==> config.mk <==
export PLATFORM = sky130hd
export DESIGN_NAME = mini_src_control_unit
export DESIGN_NICKNAME = d
export VERILOG_FILES = /design/src/rtl/mini_src_control_unit.sv
export SDC_FILE = /design/constraint.sdc
export NUM_CORES = 1
export LEC_CHECK = 0
export CELL_PAD_IN_SITES_DETAIL_PLACEMENT = 0
export CELL_PAD_IN_SITES_GLOBAL_PLACEMENT = 1
export CORE_MARGIN = 2
export CORE_UTILIZATION = 39
export CTS_CLUSTER_DIAMETER = 30
export DETAILED_ROUTE_END_ITERATION = 7
export DONT_BUFFER_PORTS = 1
export PLACE_DENSITY = 0.87
export SETUP_SLACK_MARGIN = 0.4
export SLEW_MARGIN = 20
export SYNTH_ARGS = -nofsm -noshare
export SYNTH_HDL_FRONTEND = slang
export SYNTH_SLANG_ARGS = --single-unit
==> constraint.sdc <==
create_clock -name clk -period 2.05 [get_ports clk]
set_clock_uncertainty 0.05 [all_clocks]
set_input_delay 0.41 -clock clk [delete_from_list [all_inputs] [get_ports clk]]
set_output_delay 0.41 -clock clk [all_outputs]
set_load 0.02 [all_outputs]
==> src/rtl/mini_src_control_unit.sv <==
`default_nettype none
// ============================================================================
// mini_src_control_unit : hardwired Mini SRC control sequencer (fetch, T3..T7
// execute steps, memory hold, halt). Optional feature macro: SINGLE_STEP_EN.
// Revision: 1.0
// ============================================================================
module mini_src_control_unit #(
  parameter int         MEM_WAIT = 0,
  parameter logic [4:0] OPC_ADD  = 5'b00011
) (
  input  logic        clk,
  input  logic        clr,
  input  logic [31:0] IR_Data,
  input  logic        CON_out,
  input  logic        Stop,
`ifdef SINGLE_STEP_EN
  input  logic        Step,
`endif
  output logic        PC_in,
  output logic        IR_in,
  output logic        Y_in,
  output logic        Z_in,
  output logic        HI_in,
  output logic        LO_in,
  output logic        MAR_in,
  output logic        MDR_in,
  output logic        OutPort_in,
  output logic        IncPC,
  output logic        PC_out,
  output logic        Zhigh_out,
  output logic        Zlow_out,
  output logic        HI_out,
  output logic        LO_out,
  output logic        MDR_out,
  output logic        InPort_out,
  output logic        C_out,
  output logic        Gra,
  output logic        Grb,
  output logic        Grc,
  output logic        Rin,
  output logic        Rout,
  output logic        BAout,
  output logic        Read,
  output logic        Write,
  output logic [4:0]  alu_instruction_bits,
  output logic        Run
);

  localparam logic [2:0] c_fetch0  = 3'd0;
  localparam logic [2:0] c_fetch1  = 3'd1;
  localparam logic [2:0] c_fetch2  = 3'd2;
  localparam logic [2:0] c_exec    = 3'd3;
  localparam logic [2:0] c_memhold = 3'd4;
  localparam logic [2:0] c_halted  = 3'd5;
`ifdef SINGLE_STEP_EN
  localparam logic [2:0] c_pause   = 3'd6;
  localparam logic [2:0] c_next_instr = c_pause;
`else
  localparam logic [2:0] c_next_instr = c_fetch0;
`endif

  localparam logic [4:0] c_op_ld   = 5'd0;
  localparam logic [4:0] c_op_ldi  = 5'd1;
  localparam logic [4:0] c_op_st   = 5'd2;
  localparam logic [4:0] c_op_div  = 5'd15;
  localparam logic [4:0] c_op_mul  = 5'd16;
  localparam logic [4:0] c_op_neg  = 5'd17;
  localparam logic [4:0] c_op_not  = 5'd18;
  localparam logic [4:0] c_op_br   = 5'd19;
  localparam logic [4:0] c_op_jr   = 5'd20;
  localparam logic [4:0] c_op_jal  = 5'd21;
  localparam logic [4:0] c_op_in   = 5'd22;
  localparam logic [4:0] c_op_out  = 5'd23;
  localparam logic [4:0] c_op_mfhi = 5'd24;
  localparam logic [4:0] c_op_mflo = 5'd25;
  localparam logic [4:0] c_op_halt = 5'd27;

  localparam bit         c_has_wait  = (MEM_WAIT > 0);
  localparam logic [2:0] c_hold_init = (MEM_WAIT > 0) ? 3'(MEM_WAIT - 1) : 3'd0;

  logic [2:0] state_q, state_d;
  logic [2:0] step_q, step_d;
  logic [2:0] cnt_q, cnt_d;
  logic       run_q, run_d;

  logic [4:0] w_op;
  logic       w_is_alu3, w_is_imm, w_mem_step;
  logic [2:0] w_last_step, w_boundary;
  logic       w_unused_ir;

  assign w_op        = IR_Data[31:27];
  assign w_unused_ir = &{1'b0, IR_Data[26:0]};
  assign w_is_alu3   = (w_op >= 5'd3) && (w_op <= 5'd11);
  assign w_is_imm    = (w_op >= 5'd12) && (w_op <= 5'd14);
  assign w_mem_step  = ((w_op == c_op_ld) && (step_q == 3'd6)) ||
                       ((w_op == c_op_st) && (step_q == 3'd7));
  assign w_boundary  = Stop ? c_halted : c_next_instr;
  assign Run         = run_q;

  always_comb begin
    case (w_op)
      c_op_ld, c_op_st:             w_last_step = 3'd7;
      c_op_div, c_op_mul, c_op_br:  w_last_step = 3'd6;
      c_op_ldi:                     w_last_step = 3'd5;
      c_op_neg, c_op_not, c_op_jal: w_last_step = 3'd4;
      default:                      w_last_step = (w_is_alu3 || w_is_imm) ? 3'd5 : 3'd3;
    endcase
  end

  // MEMHOLD reuses step_q to remember its caller: 0 = fetch, 6 = ld read, 7 = st write.
  always_comb begin
    state_d = state_q;
    step_d  = step_q;
    cnt_d   = cnt_q;
    if (run_q) begin
      case (state_q)
        c_fetch0: begin
          state_d = c_fetch1;
          step_d  = 3'd0;
        end
        c_fetch1: begin
          if (c_has_wait) begin
            state_d = c_memhold;
            cnt_d   = c_hold_init;
          end else begin
            state_d = c_fetch2;
          end
        end
        c_fetch2: begin
          state_d = c_exec;
          step_d  = 3'd3;
        end
        c_exec: begin
          if (c_has_wait && w_mem_step) begin
            state_d = c_memhold;
            cnt_d   = c_hold_init;
          end else if (w_op == c_op_halt) begin
            state_d = c_halted;
          end else if (step_q == w_last_step) begin
            state_d = w_boundary;
          end else begin
            step_d = step_q + 3'd1;
          end
        end
        c_memhold: begin
          if (cnt_q != 3'd0) begin
            cnt_d = cnt_q - 3'd1;
          end else if (step_q == 3'd0) begin
            state_d = c_fetch2;
          end else if (step_q == 3'd6) begin
            state_d = c_exec;
            step_d  = 3'd7;
          end else begin
            state_d = w_boundary;
          end
        end
        c_halted: state_d = c_halted;
`ifdef SINGLE_STEP_EN
        c_pause: begin
          if (Stop) state_d = c_halted;
          else if (Step) state_d = c_fetch0;
        end
`endif
        default: state_d = c_fetch0;
      endcase
    end
    run_d = (state_d != c_halted);
  end

  always_ff @(posedge clk or negedge clr) begin
    if (!clr) begin
      state_q <= c_fetch0;
      step_q  <= 3'd0;
      cnt_q   <= 3'd0;
      run_q   <= 1'b0;
    end else begin
      state_q <= state_d;
      step_q  <= step_d;
      cnt_q   <= cnt_d;
      run_q   <= run_d;
    end
  end

  always_comb begin
    PC_in = 1'b0;      IR_in = 1'b0;     Y_in = 1'b0;       Z_in = 1'b0;
    HI_in = 1'b0;      LO_in = 1'b0;     MAR_in = 1'b0;     MDR_in = 1'b0;
    OutPort_in = 1'b0; IncPC = 1'b0;     PC_out = 1'b0;     Zhigh_out = 1'b0;
    Zlow_out = 1'b0;   HI_out = 1'b0;    LO_out = 1'b0;     MDR_out = 1'b0;
    InPort_out = 1'b0; C_out = 1'b0;     Gra = 1'b0;        Grb = 1'b0;
    Grc = 1'b0;        Rin = 1'b0;       Rout = 1'b0;       BAout = 1'b0;
    Read = 1'b0;       Write = 1'b0;     alu_instruction_bits = 5'd0;
    if (run_q) begin
      case (state_q)
        c_fetch0:  begin PC_out = 1'b1; MAR_in = 1'b1; IncPC = 1'b1; Z_in = 1'b1; end
        c_fetch1:  begin Zlow_out = 1'b1; PC_in = 1'b1; Read = 1'b1; MDR_in = 1'b1; end
        c_fetch2:  begin MDR_out = 1'b1; IR_in = 1'b1; end
        c_memhold: begin
          if (step_q == 3'd7) Write = 1'b1;
          else begin Read = 1'b1; MDR_in = 1'b1; end
        end
        c_exec: begin
          if (w_is_alu3 || w_is_imm) begin
            case (step_q)
              3'd3: begin Grb = 1'b1; Rout = 1'b1; Y_in = 1'b1; end
              3'd4: begin
                Grc = w_is_alu3; Rout = w_is_alu3; C_out = w_is_imm;
                alu_instruction_bits = w_op; Z_in = 1'b1;
              end
              default: begin Zlow_out = 1'b1; Gra = 1'b1; Rin = 1'b1; end
            endcase
          end else begin
            case (w_op)
              c_op_ld, c_op_ldi, c_op_st: begin
                case (step_q)
                  3'd3: begin Grb = 1'b1; BAout = 1'b1; Y_in = 1'b1; end
                  3'd4: begin C_out = 1'b1; alu_instruction_bits = OPC_ADD; Z_in = 1'b1; end
                  3'd5: begin
                    Zlow_out = 1'b1;
                    if (w_op == c_op_ldi) begin Gra = 1'b1; Rin = 1'b1; end
                    else MAR_in = 1'b1;
                  end
                  3'd6: begin
                    MDR_in = 1'b1;
                    if (w_op == c_op_ld) Read = 1'b1;
                    else begin Gra = 1'b1; Rout = 1'b1; end
                  end
                  default: begin
                    if (w_op == c_op_ld) begin MDR_out = 1'b1; Gra = 1'b1; Rin = 1'b1; end
                    else Write = 1'b1;
                  end
                endcase
              end
              c_op_div, c_op_mul: begin
                case (step_q)
                  3'd3: begin Gra = 1'b1; Rout = 1'b1; Y_in = 1'b1; end
                  3'd4: begin Grb = 1'b1; Rout = 1'b1; alu_instruction_bits = w_op; Z_in = 1'b1; end
                  3'd5: begin Zlow_out = 1'b1; LO_in = 1'b1; end
                  default: begin Zhigh_out = 1'b1; HI_in = 1'b1; end
                endcase
              end
              c_op_neg, c_op_not: begin
                if (step_q == 3'd3) begin
                  Grb = 1'b1; Rout = 1'b1; alu_instruction_bits = w_op; Z_in = 1'b1;
                end else begin
                  Zlow_out = 1'b1; Gra = 1'b1; Rin = 1'b1;
                end
              end
              c_op_br: begin
                case (step_q)
                  3'd3: begin Gra = 1'b1; Rout = 1'b1; end
                  3'd4: begin PC_out = 1'b1; Y_in = 1'b1; end
                  3'd5: begin C_out = 1'b1; alu_instruction_bits = OPC_ADD; Z_in = 1'b1; end
                  default: begin Zlow_out = 1'b1; PC_in = CON_out; end
                endcase
              end
              c_op_jr: begin Gra = 1'b1; Rout = 1'b1; PC_in = 1'b1; end
              c_op_jal: begin
                if (step_q == 3'd3) begin PC_out = 1'b1; Grb = 1'b1; Rin = 1'b1; end
                else begin Gra = 1'b1; Rout = 1'b1; PC_in = 1'b1; end
              end
              c_op_in:   begin InPort_out = 1'b1; Gra = 1'b1; Rin = 1'b1; end
              c_op_out:  begin Gra = 1'b1; Rout = 1'b1; OutPort_in = 1'b1; end
              c_op_mfhi: begin HI_out = 1'b1; Gra = 1'b1; Rin = 1'b1; end
              c_op_mflo: begin LO_out = 1'b1; Gra = 1'b1; Rin = 1'b1; end
              default: ;
            endcase
          end
        end
        default: ;
      endcase
    end
  end

endmodule
`default_nettype wire
After elaboration in Yosys (flattened, before gate mapping)
Index checks and enable logic that the tools add are counted.
{ "totals": {"register_bits": 10, "input_bits": 36, "out_inout_bits": 32, "word_cells": 211} }
{ "op_classes": {"n_addsub": 2, "n_lt_le_gt_ge": 4, "eq_ne": 31, "mux": 144, "n_reduce_logical": 26} }
{ "op_table": {"columns": ["cell", "n"], "rows": [
  ["1-bit two-way mux", 98],
  ["5-bit == test (second input constant)", 11],
  ["3-bit two-way mux", 13],
  ["1-bit case mux with 2 select lines", 13],
  ["5-bit two-way mux", 5],
  ["3-bit case mux with 4 select lines", 2],
  ["3-bit OR reduction", 7],
  ["5-bit case mux with 4 select lines", 1],
  ["3-bit == test (second input constant)", 6],
  ["1-bit case mux with 3 select lines", 6],
  ["3-bit case mux with 6 select lines", 1],
  ["5-bit by 4-bit <= comparator with 1-bit output (second input constant)", 2],
  ["2-bit inequality test (second input constant)", 5],
  ["2-bit OR reduction", 5],
  ["5-bit OR reduction", 2],
  ["3-bit by 2-bit == test with 1-bit output (second input constant)", 3],
  ["1-bit case mux with 4 select lines", 2],
  ["7-bit AND reduction", 1],
  ["3-bit logical NOT", 2],
  ["6-bit OR reduction", 1],
  ["5-bit by 1-bit == test with 1-bit output (second input constant)", 1],
  ["5-bit by 2-bit == test with 1-bit output (second input constant)", 1],
  ["5-bit by 4-bit == test with 1-bit output (second input constant)", 1],
  ["5-bit by 2-bit greater-or-equal comparator with 1-bit output (second input constant)", 1],
  ["15 further kinds", 17]
]} }

Logic depth before layout (Yosys ltp)
{ "depth": {"ltp_word": 11, "ltp_mapped": 8, "ltp_nobuf": 8} }

Worst setup path before layout
Ideal clock, no wire load.
{ "synth_path": {"path_type": "in2out", "from": "in IR_Data[31]", "to": "out Rout", "arrival_time_ns": 2.236, "t_required_ns": 1.590, "setup_slack_ns": -0.646, "cell_stages": 6, "path_buffers": 3, "path_cell_list": "buf_4 -> buf_2 -> buf_2 -> or3_1 -> nor3_1 -> a2bb2oi_1"} }
{ "synth_between": {"elab_chain_len": 7, "elab_cells_between_ends": 29, "classes_between": "order compare (4); eq/ne (10); mux (7); reduce/logical (8)"} }
{ "synth_lines": {"columns": ["item", "line", "rtl"], "rows": [
  ["from (decl)", "13", "input logic [31:0] IR_Data,"],
  ["branches (longest 4 deep; another with 5-bit by 2-bit greater-or-equal comparator with 1-bit output)", null, null],
  ["1-bit two-way mux *", "202", "if (w_is_alu3 || w_is_imm) begin"],
  ["1-bit two-way mux *", "193", "case (state_q)"],
  ["1-bit two-way mux *", "192", "if (run_q) begin"],
  ["to (decl)", "41", "output logic Rout,"]
]} }
Every way passes the cells marked *.

Final worst setup path
{ "layout_path": {"from": "reg step_q[0]", "to": "out alu_instruction_bits[3]"} }
{ "layout_between": {"elab_chain_len": 6, "elab_cells_between_ends": 8, "classes_between": "eq/ne (2); mux (6)"} }
{ "layout_lines": {"columns": ["item", "line", "rtl"], "rows": [
  ["from (decl)", "82", "logic [2:0] step_q, step_d;"],
  ["from (signal assigned)", "178", "step_q <= step_d;"],
  ["3-bit by 2-bit == test with 1-bit output or 3-bit == test (tied branches)", "242, 203, 234", null],
  ["5-bit two-way mux, on equally long branches", "242, 203, 234", null],
  ["5-bit case mux with 4 select lines", "212", "case (w_op)"],
  ["5-bit two-way mux *", "202", null],
  ["5-bit two-way mux *", "193", null],
  ["5-bit two-way mux *", "192", null],
  ["to (decl)", "45", "output logic [4:0] alu_instruction_bits,"]
]} }
Every way passes the cells marked *; elsewhere a longest branch is shown, timed or not.

==> impl_results.md <==
* Row cnt at 23
* LEAKAGE at 0.001180 uW
* Final Hold Fails at 0
* Cts bufs inserted at 3
* Worst Hold Class: in2reg
* Min-delay src: Stop
* Reg area at 254.0 um2
* Yosys top cell area share at 0.1504
* Outcome: finished with violations
* Critical path endpoint category: output port
* #FFs+latches synth at 10
* Remaining antenna violation count at 0
* RePlAce Congestion at 0.9698
* WP data required at 1.59 ns
* Fillers at 252
* Worst reg2reg setup slack at -0.05 ns
* Die height at between 60 and 70 um
* Drt wl/cell at roughly 20 um
* Cell Chain, Critical Path: ha_4 > ha_4 > nand4_1 > nand2_2 > o21ai_2 > a21oi_4 > and2_4
* Max-cap violations at 0
* Worst-path fanout max at 6
* Crit. Startpoint: step_q[0]
* Area leader, netlist: dfrtp_1
* DRC at 0
* Crit path max-delay family: simple AND/OR/NAND/NOR gates
* Post-synthesis instance area at between 1500 and 2000 um2
* Post-synth EDFFs at 0
* Clk slew on worst S/H paths at roughly 0.060 ns
* Core area at 4058 um2
* Max Clk Rate at 427.9 MHz
* HPWL Detailed at around 4400 um
* Worst VDD drop at 574.1 uV
* Max Slew Vio Count at 0
* Buf/Inv on CP at 0
* Mapped Nets at 292
* Reg2Reg Launch Point: step_q[0]
* DR iter-0 viols at 263
* Most used cell, CP: ha_4
* Final Critical Period at 2.337 ns
* Mapped Avg Cell Area at 6.710 um2
* Vias per cell at 6.327
* DRT Wirelength at 7077 um
* Layout cells sized above 1 at 0.6066
* GRT Resource Usage Total at 0.2641
* Crit path DAT at 1.88 ns
* Ys Warns at 0
* Area of the multi-input gates at 1937 um2
* Power Density at 1119 nW/um2
* IO Count at 68
* Vias in the first global route at 2125
* Routed via count at 2246
* First-pass GRT wire length at 10470 um
* Worst-Margin Slew at 0.5229 ns
* # port buffers at 0
* Clock Sink Count at 10
* Die W at 69.32 um
* Remaining global-route overflow at 0
* CTS Buffer Depth at 2
* CP peak stage delay at 0.44 ns
* Pin count of the biggest net entering global routing at 30
* Final WS setup at -0.2871 ns
* RSZ-0062 raised after global routing: yes
* Initial core utilization at 0.4101
* DIE AREA at between 4000 and 5000 um2
* Fin crit share at 1.140
* Ys flop type: dfrtp_1
* Failing checks: setup timing
* Startpoint types: register
* Relative slew margins at 0.6485
* Crit-path slowest cell: dfrtp_2
* # diodes at 0
* CTS tree: yes
* Synth async-reset ratio at 1.000
* H-tree depth at 1
* # setup viols final at 26
* Overall power at 3380 uW
* Yosys cell types at 57
* Synth Instances at 248
* Clock latency on the worst-skew pair at between 0.2 and 0.3 ns
* Initial antenna violation count at 0
* Sequential share of the synthesized area at 0.1504
* TritonRoute pass-1 iters at 4
* Layout Utilization at 0.7444
* Area grow syn2layout at 81.50%
* Crit path kind: reg2out
* Nets@finish at 350
* Largest cells by area after synthesis: dfrtp_1, nand2_1, ha_1
* CTS root buffer: clkbuf_8
## per-stage QoR
step                setup WS, ns  setup TNS [ns]  instance area, um2  instances  hold slack [ns]
detailed placement      -0.09290         -0.8098                2416        332          0.06473
finish                   -0.2871          -4.528                3020        355           0.3451
CTS                      -0.2428          -3.759                2902        354           0.3327
floorplan                -0.1116         -0.9141                2153        248          0.06441
global route             -0.3605          -6.493                3020        355           0.3762
global placement        -0.08410         -0.5718                2416        332          0.06469
## worst register-to-register path, stage by stage, from the launching register on
cell and delay, ns:
dfrtp_2 0.44, inv_2 0.08, ha_4 0.17, buf_4 0.13, buf_4 0.13, nand2b_4 0.13, a211oi_2 0.17, o21ai_1 0.11
a21oi_1 0.20, o21a_1 0.19, o211ai_1 0.15
## cells by family (layout without fill, tap and decap cells)
family	count (synthesis)	after routing	share of synthesized area
adder cells (fa/ha/maj)	8	8	0.06015
flip-flops	10	10	0.1504
XOR/XNOR	3	3	0.01579
AND/OR/NAND/NOR	116	116	0.3541
AO/OA/AOI/OAI	75	75	0.2940
buffers and inverters	32	89	0.09850
multiplexers	4	4	0.02707
## metal layers
| layer | share of wire | vias to the layer above | global-route usage |
|---|---|---|---|
| met4 | 0.029 | 0 | 0.06754 |
| met5 | 0 | - | 0 |
| li1 | - | 1019 | - |
| met2 | 0.49 | 103 | 0.4423 |
| met3 | 0.072 | 24 | 0.04506 |
| met1 | 0.41 | 1100 | 0.3518 |
## synth_stat cells (2+ instances only)
cell	count
a211oi_1	5
a21o_1	2
a21oi_1	13
a22oi_1	2
a31oi_1	6
and2_1	5
and3_1	3
and4_1	2
buf_2	5
buf_4	5
buf_6	2
clkbuf_1	7
dfrtp_1	10
ha_1	8
inv_1	12
mux2_1	3
nand2_1	32
nand2b_1	6
nand3_1	10
nand4_1	3
nor2_1	23
nor2b_1	4
nor3_1	11
nor4_1	4
o2111ai_1	2
o211ai_1	3
o21a_1	4
o21ai_0	20
o21ai_1	3
o22ai_1	2
or3_1	4
xnor2_1	2
## cell type report
class,count,share of cell area
Clock buffer,4,0.01823
Multi-Input combinational cell,206,0.6413
Timing Repair Buffer,73,0.2175
Tap cell,50,0.02071
Inverter,12,0.01823
Sequential cell,10,0.08409
## flip-flops by register name, summed over array words and instances (netlist names)
register,cells
step_q,3
state_q,3
Run,1
cnt_q,3
## report_power, final
part / switching, uW / internal, uW / leakage [uW]
clock: 94.0 / 170 / 0.0000288
sequential: 80.8 / 254 / 0.000118
combinational: 1470 / 1310 / 0.00103
## placed cells by master, fill, tap and decap left out, types with 3 or more instances in the layout
cell      instances
o21ai_0           9
o21ai_4           4
nand3_1           5
dfrtp_1           7
a21oi_1           5
inv_1             6
buf_6            21
a21oi_2           3
a31oi_1           5
nor2_4            5
a211oi_2          6
nand2b_1          5
nand2_2           6
nor3_2            4
or3_4             4
nor3_4            6
mux2_1            3
ha_4              4
o21ai_2           8
o211ai_1          3
dfrtp_2           3
nand3_2           4
buf_4            48
nor4_4            4
a21oi_4           5
nand2_1          24
nand4_1           3
clkbuf_8          4
and2_4            4
nor2_1           16
inv_2             3
## repair_timing
item                                    in CTS  in global routing
setup buffers                               17                  1
pin swaps                                   40                 15
resized for setup                           69                 24
endpoints found under the hold margin       10                  0
endpoints found under the setup margin      38                 38
hold buffers                                 1                  0
## final timing paths
path                                           end  cells after the start
max in group asynchronous                step_q[0]                      1
setup reg to reg                               Run                     10
hold / removal                          state_q[2]                      2
min in group asynchronous                      Run                      1
setup / recovery           alu_instruction_bits[3]                      7
hold reg to reg                           cnt_q[1]                      2
Power figures use the tool's default switching activity.
